[src/rtl/reg_file_sb.sv]
// reg_file_sb: parametrised integer register file with a per-register busy scoreboard.
//
// Sits between issue and writeback. Issue marks a destination pending, and
// writeback stores data and clears the pending mark. Reads are combinational,
// and a same-cycle writeback is bypassed onto matching read ports. Register 0
// is hardwired to zero and is never busy.
//
// Ports:
//   clk       - clock; all state updates on the rising edge
//   rst       - synchronous active-high reset; clears registers, busy bits and busy_cnt
//   wr_en     - writeback strobe
//   wr_addr   - writeback destination
//   wr_data   - writeback data
//   iss_en    - issue strobe; marks iss_addr busy
//   iss_addr  - destination of the instruction being issued
//   rd_addr   - packed read addresses, port k at [k*AW +: AW]
//   rd_data   - packed read data, port k at [k*XLEN +: XLEN]
//   rd_busy   - per-port flag: register has an outstanding producer
//   busy_cnt  - registered count of busy registers
module reg_file_sb #(
  parameter int unsigned XLEN = 32,
  parameter int unsigned AW   = 5,
  parameter int unsigned NRD  = 2
) (
  input  logic                clk,
  input  logic                rst,
  input  logic                wr_en,
  input  logic [AW-1:0]       wr_addr,
  input  logic [XLEN-1:0]     wr_data,
  input  logic                iss_en,
  input  logic [AW-1:0]       iss_addr,
  input  logic [NRD*AW-1:0]   rd_addr,
  output logic [NRD*XLEN-1:0] rd_data,
  output logic [NRD-1:0]      rd_busy,
  output logic [AW:0]         busy_cnt
);

  localparam int unsigned NREGS = 1 << AW;
  localparam logic [AW:0] CntOne = (AW + 1)'(1);

  logic [XLEN-1:0] regs_q [NREGS];
  logic [XLEN-1:0] regs_d [NREGS];
  logic [NREGS-1:0] busy_q, busy_d;
  logic [AW:0]      busy_cnt_q, busy_cnt_d;

  logic wr_valid, iss_valid;
  logic cnt_inc, cnt_dec;

  // Writes or issues to register 0 are dropped.
  assign wr_valid  = wr_en && (wr_addr != '0);
  assign iss_valid = iss_en && (iss_addr != '0);

  always_comb begin
    regs_d = regs_q;
    if (wr_valid) begin
      regs_d[wr_addr] = wr_data;
    end
  end

  // Set is applied after clear so that a new producer issued in the same cycle
  // as the old producer's writeback keeps the register busy.
  always_comb begin
    busy_d = busy_q;
    if (wr_valid) begin
      busy_d[wr_addr] = 1'b0;
    end
    if (iss_valid) begin
      busy_d[iss_addr] = 1'b1;
    end
  end

  // Incremental popcount: count only real 0->1 and 1->0 transitions.
  always_comb begin
    cnt_inc    = iss_valid && !busy_q[iss_addr];
    cnt_dec    = wr_valid && busy_q[wr_addr] && !(iss_valid && (iss_addr == wr_addr));
    busy_cnt_d = busy_cnt_q;
    unique case ({cnt_inc, cnt_dec})
      2'b10:   busy_cnt_d = busy_cnt_q + CntOne;
      2'b01:   busy_cnt_d = busy_cnt_q - CntOne;
      default: busy_cnt_d = busy_cnt_q;
    endcase
  end

  always_ff @(posedge clk) begin
    if (rst) begin
      for (int i = 0; i < int'(NREGS); i++) begin
        regs_q[i] <= '0;
      end
      busy_q     <= '0;
      busy_cnt_q <= '0;
    end else begin
      regs_q     <= regs_d;
      busy_q     <= busy_d;
      busy_cnt_q <= busy_cnt_d;
    end
  end

  assign busy_cnt = busy_cnt_q;

  for (genvar k = 0; k < int'(NRD); k++) begin : g_rd
    logic [AW-1:0] ra;
    logic          hit;
    assign ra  = rd_addr[k*AW +: AW];
    assign hit = wr_en && (wr_addr == ra);
    assign rd_data[k*XLEN +: XLEN] = (ra == '0) ? '0 :
                                     hit        ? wr_data :
                                                  regs_q[ra];
    // A writeback this cycle resolves the hazard since its data is bypassed.
    assign rd_busy[k] = busy_q[ra] && !hit;
  end

endmodule
[config.mk]
export PLATFORM = sky130hd
export DESIGN_NAME = reg_file_sb
export DESIGN_NICKNAME = d
export VERILOG_FILES = /design/src/rtl/reg_file_sb.sv
export SDC_FILE = /design/constraint.sdc
export NUM_CORES = 2
export LEC_CHECK = 0
export BUFFER_PORTS_ARGS = -buffer_cell sky130_fd_sc_hd__buf_2
export CAP_MARGIN = 20
export CORE_AREA = 2 2 397 360
export DETAILED_ROUTE_END_ITERATION = 10
export DIE_AREA = 0 0 399 362
export PLACE_DENSITY = 0.65
export SYNTH_ARGS = -nofsm -noshare
export SYNTH_HDL_FRONTEND = slang
export SYNTH_SLANG_ARGS = --single-unit
[constraint.sdc]
create_clock -name clk -period 3.9 [get_ports clk]
set_clock_uncertainty 0.05 [all_clocks]
set_input_delay 0.195 -clock clk [delete_from_list [all_inputs] [get_ports clk]]
set_output_delay 0.195 -clock clk [all_outputs]
set_load 0.02 [all_outputs]
==> results by group <==
Worst setup path
  – Critical-path cell list: buf_8, buf_4, mux2i_1, a221oi_2, o21ai_0, a2111oi_0, a211o_1, buf_2
  – Reg2reg end: busy_cnt[5]
  – R2R Setup Slk: 0.35 ns
  – Worst setup path startpoint: rd_addr[0]
  – Worst Path Arrival: 3.51 ns
  – Max stage delay on crit path: 1.09 ns
  – Slowest cell on crit path: a2111oi_0
  – Worst R2R Path Depth: 11
  – CP Launch Type: primary input
  – RR Startpoint: busy_q[23]
  – Setup CP Type: in -> out
  – CP required: 3.65 ns
  – Worst Setup EP: rd_data[30]
  – Crit Path Max Fanout: 48
  – CP endpoint kind: output pin

Synth
  – Netlist cell types: 66
  – Post-synth net total: 6433
  – Post-Syn Area per Cell: 8.75 µm²
  – Post-synth top flop: dfxtp_1
  – Fraction of registers with async set/reset: 0
  – YS warnings: 0
  – Post-synth EDFFs: 0
  – Syn Inst Count: 6371
  – Mapped Area: 55700 µm²
  – Sequential fraction of the synthesis area: 0.381
  – Post-synthesis register bit count: 1062

Die
  – I/O Pins: 128
  – Die Wd: 399 µm
  – Core ar.: 141000 µm²
  – Starting Density: 0.396
  – Die H: 362 µm
  – Die ar.: 144000 µm²
  – Rows: 131

GRT
  – Gr ovfl total: 0
  – Vias in the first global route: 49156
  – Total track usage: 0.319
  – Largest net degree at the start of global routing: 133
  – Initial antenna violation count: 23
  – First-pass GRT wire length: 340 mm

Pwr
  – Maximum VDD drop: 0.365 mV
  – Combinational Power Share: 0.108
  – Pwr dens: 394 nW/µm²
  – Net Sw Power: 6.70 mW
  – Switching portion of total power: 0.271
  – Power share of the clock group: 0.447
  – Leakage: 21.0 nW
  – Flop pwr share: 0.445
  – Int Pwr: 18.0 mW

Finish
  – Area growth syn-to-layout: 12.5%
  – Layout cell share with drive strength beyond 1: 0.176
  – Fillers: 13434
  – Nets: 6292
  – Util after Layout: 0.446
  – Post-route insts no fill: 8188

Placed design
  – Pre-CTS setup slack: 0.119 ns
  – Count of buffers from port buffering: 127
  – Placed cells: 7945
  – Gp weighted congestion: 0.964
  – Hpwl dp: 145 mm

Drt
  – Routed WL: 239 mm
  – Vias per cell: 6.48
  – Violation count after the first detailed-route iteration: 9149
  – First-pass DRT Iterations: 6
  – Met2 wire length: 98.1 mm
  – DR WL/cell: 29.2 µm
  – DRC: 0
  – DR WL met3: 38.0 mm
  – M1 WL: 86.6 mm
  – Highest metal used: met5
  – Vias: 53074
  – DRT antenna net count: 0

Clock tree
  – CTS Root Cell: clkbuf_16
  – Cts repair resizes: 0
  – CTS clk-pin slew, worst paths: 0.06 ns
  – Max clock buf depth: 3
  – # Post-CTS Setup Buffers: 0
  – CTS tree: built
  – TritonCTS Buffers: 108
  – Latest clock arrival within the worst-skew pair: 0.74 ns
  – CTS Hold Bufs: 35
  – Htree depth: 3
  – Clk sinks: 1062

STA
  – Maximum clock frequency: 266 MHz
  – Worst setup margin: 0.145 ns
  – Fin crit share: 0.963
  – Final Hold Viols: 0
  – Max-slew headroom: 0.154
  – Unrepaired setup endpoints after global routing: false
  – Worst-margin pin slew: 1.24 ns
  – Setup TNS: 0 ns
  – Final setup violation count: 0
  – Period minus WS final: 3.75 ns
  – Max-slew violation count: 0

Hold path
  – Tightest Hold Check Type: in -> reg

Run status
  – Status: finished, final reports clean

Flow run
  – Max_cap viols: 0
layer usage:
metal / up-vias / track usage
met5: - / 0.00101
met3: 1066 / 0.109
met4: 28 / 0.184
li1: 22183 / -
met2: 4331 / 0.451
met1: 25466 / 0.419
flip-flops by register name, indices dropped and copies added (netlist names):
signal	flops
busy_q	32
busy_cnt	6
regs_q	1024
cell type report:
type,count,area (µm²),share of cell area
clock inverter,44,499,0.00797
sequential,1062,21300,0.339
clock buffer,157,3170,0.0506
inverter,6,22.5,0.000359
tap,1862,2330,0.0372
antenna,5,12.5,0.000200
multi-input combinational,4622,31700,0.506
timing repair buffer,430,3650,0.0583
cells by family (layout without fill, tap and decap cells):
family / count (synthesis) / in the layout / share of synthesized area
buffers and inverters: 687 / 637 / 0.0558
other: 0 / 5 / 0
AOI/OAI and AO/OA: 1439 / 1439 / 0.151
and+or+nand+nor: 2370 / 2370 / 0.168
adders and majority gates: 6 / 6 / 0.00148
DFF: 1062 / 1062 / 0.381
muxes: 788 / 788 / 0.239
xor gates and xnor gates: 19 / 19 / 0.00299
worst max-delay path: cells and delay by family:
kind            cells  cell delay (ns)
buf+inv             3             1.11
mux                 1             0.13
compound gates      4             1.97
cells in the final DEF, fill, tap and decap left out, types with 13 or more instances in the layout:
cell type,n
a211oi_1,25
a21oi_1,1019
a221o_1,33
a221oi_1,69
a22oi_1,107
buf_12,46
buf_2,119
buf_4,222
clkbuf_1,23
clkbuf_16,110
clkbuf_8,25
clkinv_2,24
dfxtp_1,1062
dlygate4sd3_1,35
mux2i_1,352
mux4_2,422
nand2_1,2011
nand2_2,31
nand2b_1,14
nand3_1,71
nor2_1,78
nor2_4,34
nor2b_1,35
nor3_1,32
o2111ai_1,21
o21ai_0,57
o221a_2,21
o22ai_1,17
o31ai_1,13
xnor2_1,15
synth_stat cells (all sizes together), types with 8 or more instances:
cell,instances,area share
a221o,33,0.0059
nand2,2042,0.14
dfxtp,1062,0.38
nand3,71,0.0064
nor2,113,0.0076
a21oi,1019,0.092
nor3b,8,0.0011
nor3,33,0.0031
clkbuf,497,0.034
o22ai,17,0.0019
o31ai,13,0.0018
mux4,432,0.18
a22oi,107,0.014
buf,184,0.022
o221a,21,0.0042
or2,10,0.0011
nand2b,14,0.0016
o21ai,60,0.0054
a221oi,70,0.011
mux2i,352,0.063
o2111ai,21,0.0033
nor2b,39,0.0044
o211ai,10,0.0013
a211oi,25,0.0034
xnor2,15,0.0024
stage by stage:
step	cell area [µm²]	hold WS, ns	total power [mW]
5_1_grt	62700	0.0603	25.1
6_report	62700	0.0977	24.7
3_3_place_gp	58600	0.398	13.7
3_5_place_dp	58600	0.408	13.7
2_1_floorplan	55700	0.391	12.8
4_1_cts	62600	0.0283	24.5
power by group through the flow:
| stage | Sequential [mW] | Combinational (mW) | Clock (mW) |
|---|---|---|---|
| final | 11.0 | 2.66 | 11.0 |
| after global routing | 11.0 | 2.70 | 11.4 |
| after CTS | 11.0 | 2.54 | 11.0 |
| after detailed placement | 11.2 | 2.50 | 0 |
| after global placement | 11.2 | 2.49 | 0 |
| after floorplan | 11.2 | 1.57 | 0 |
worst min path at each step:
stage	endpoint	start	cells past startpoint	slack [ns]
2_1_floorplan	regs_q[295]	regs_q[295]	2	0.39
3_3_place_gp	regs_q[851]	regs_q[851]	2	0.40
3_5_place_dp	regs_q[694]	regs_q[694]	2	0.41
4_1_cts	regs_q[714]	wr_data[10]	4	0.03
5_1_grt	regs_q[170]	wr_data[10]	4	0.06
6_report	regs_q[650]	wr_data[10]	4	0.1
Power figures use the tool's default switching activity.
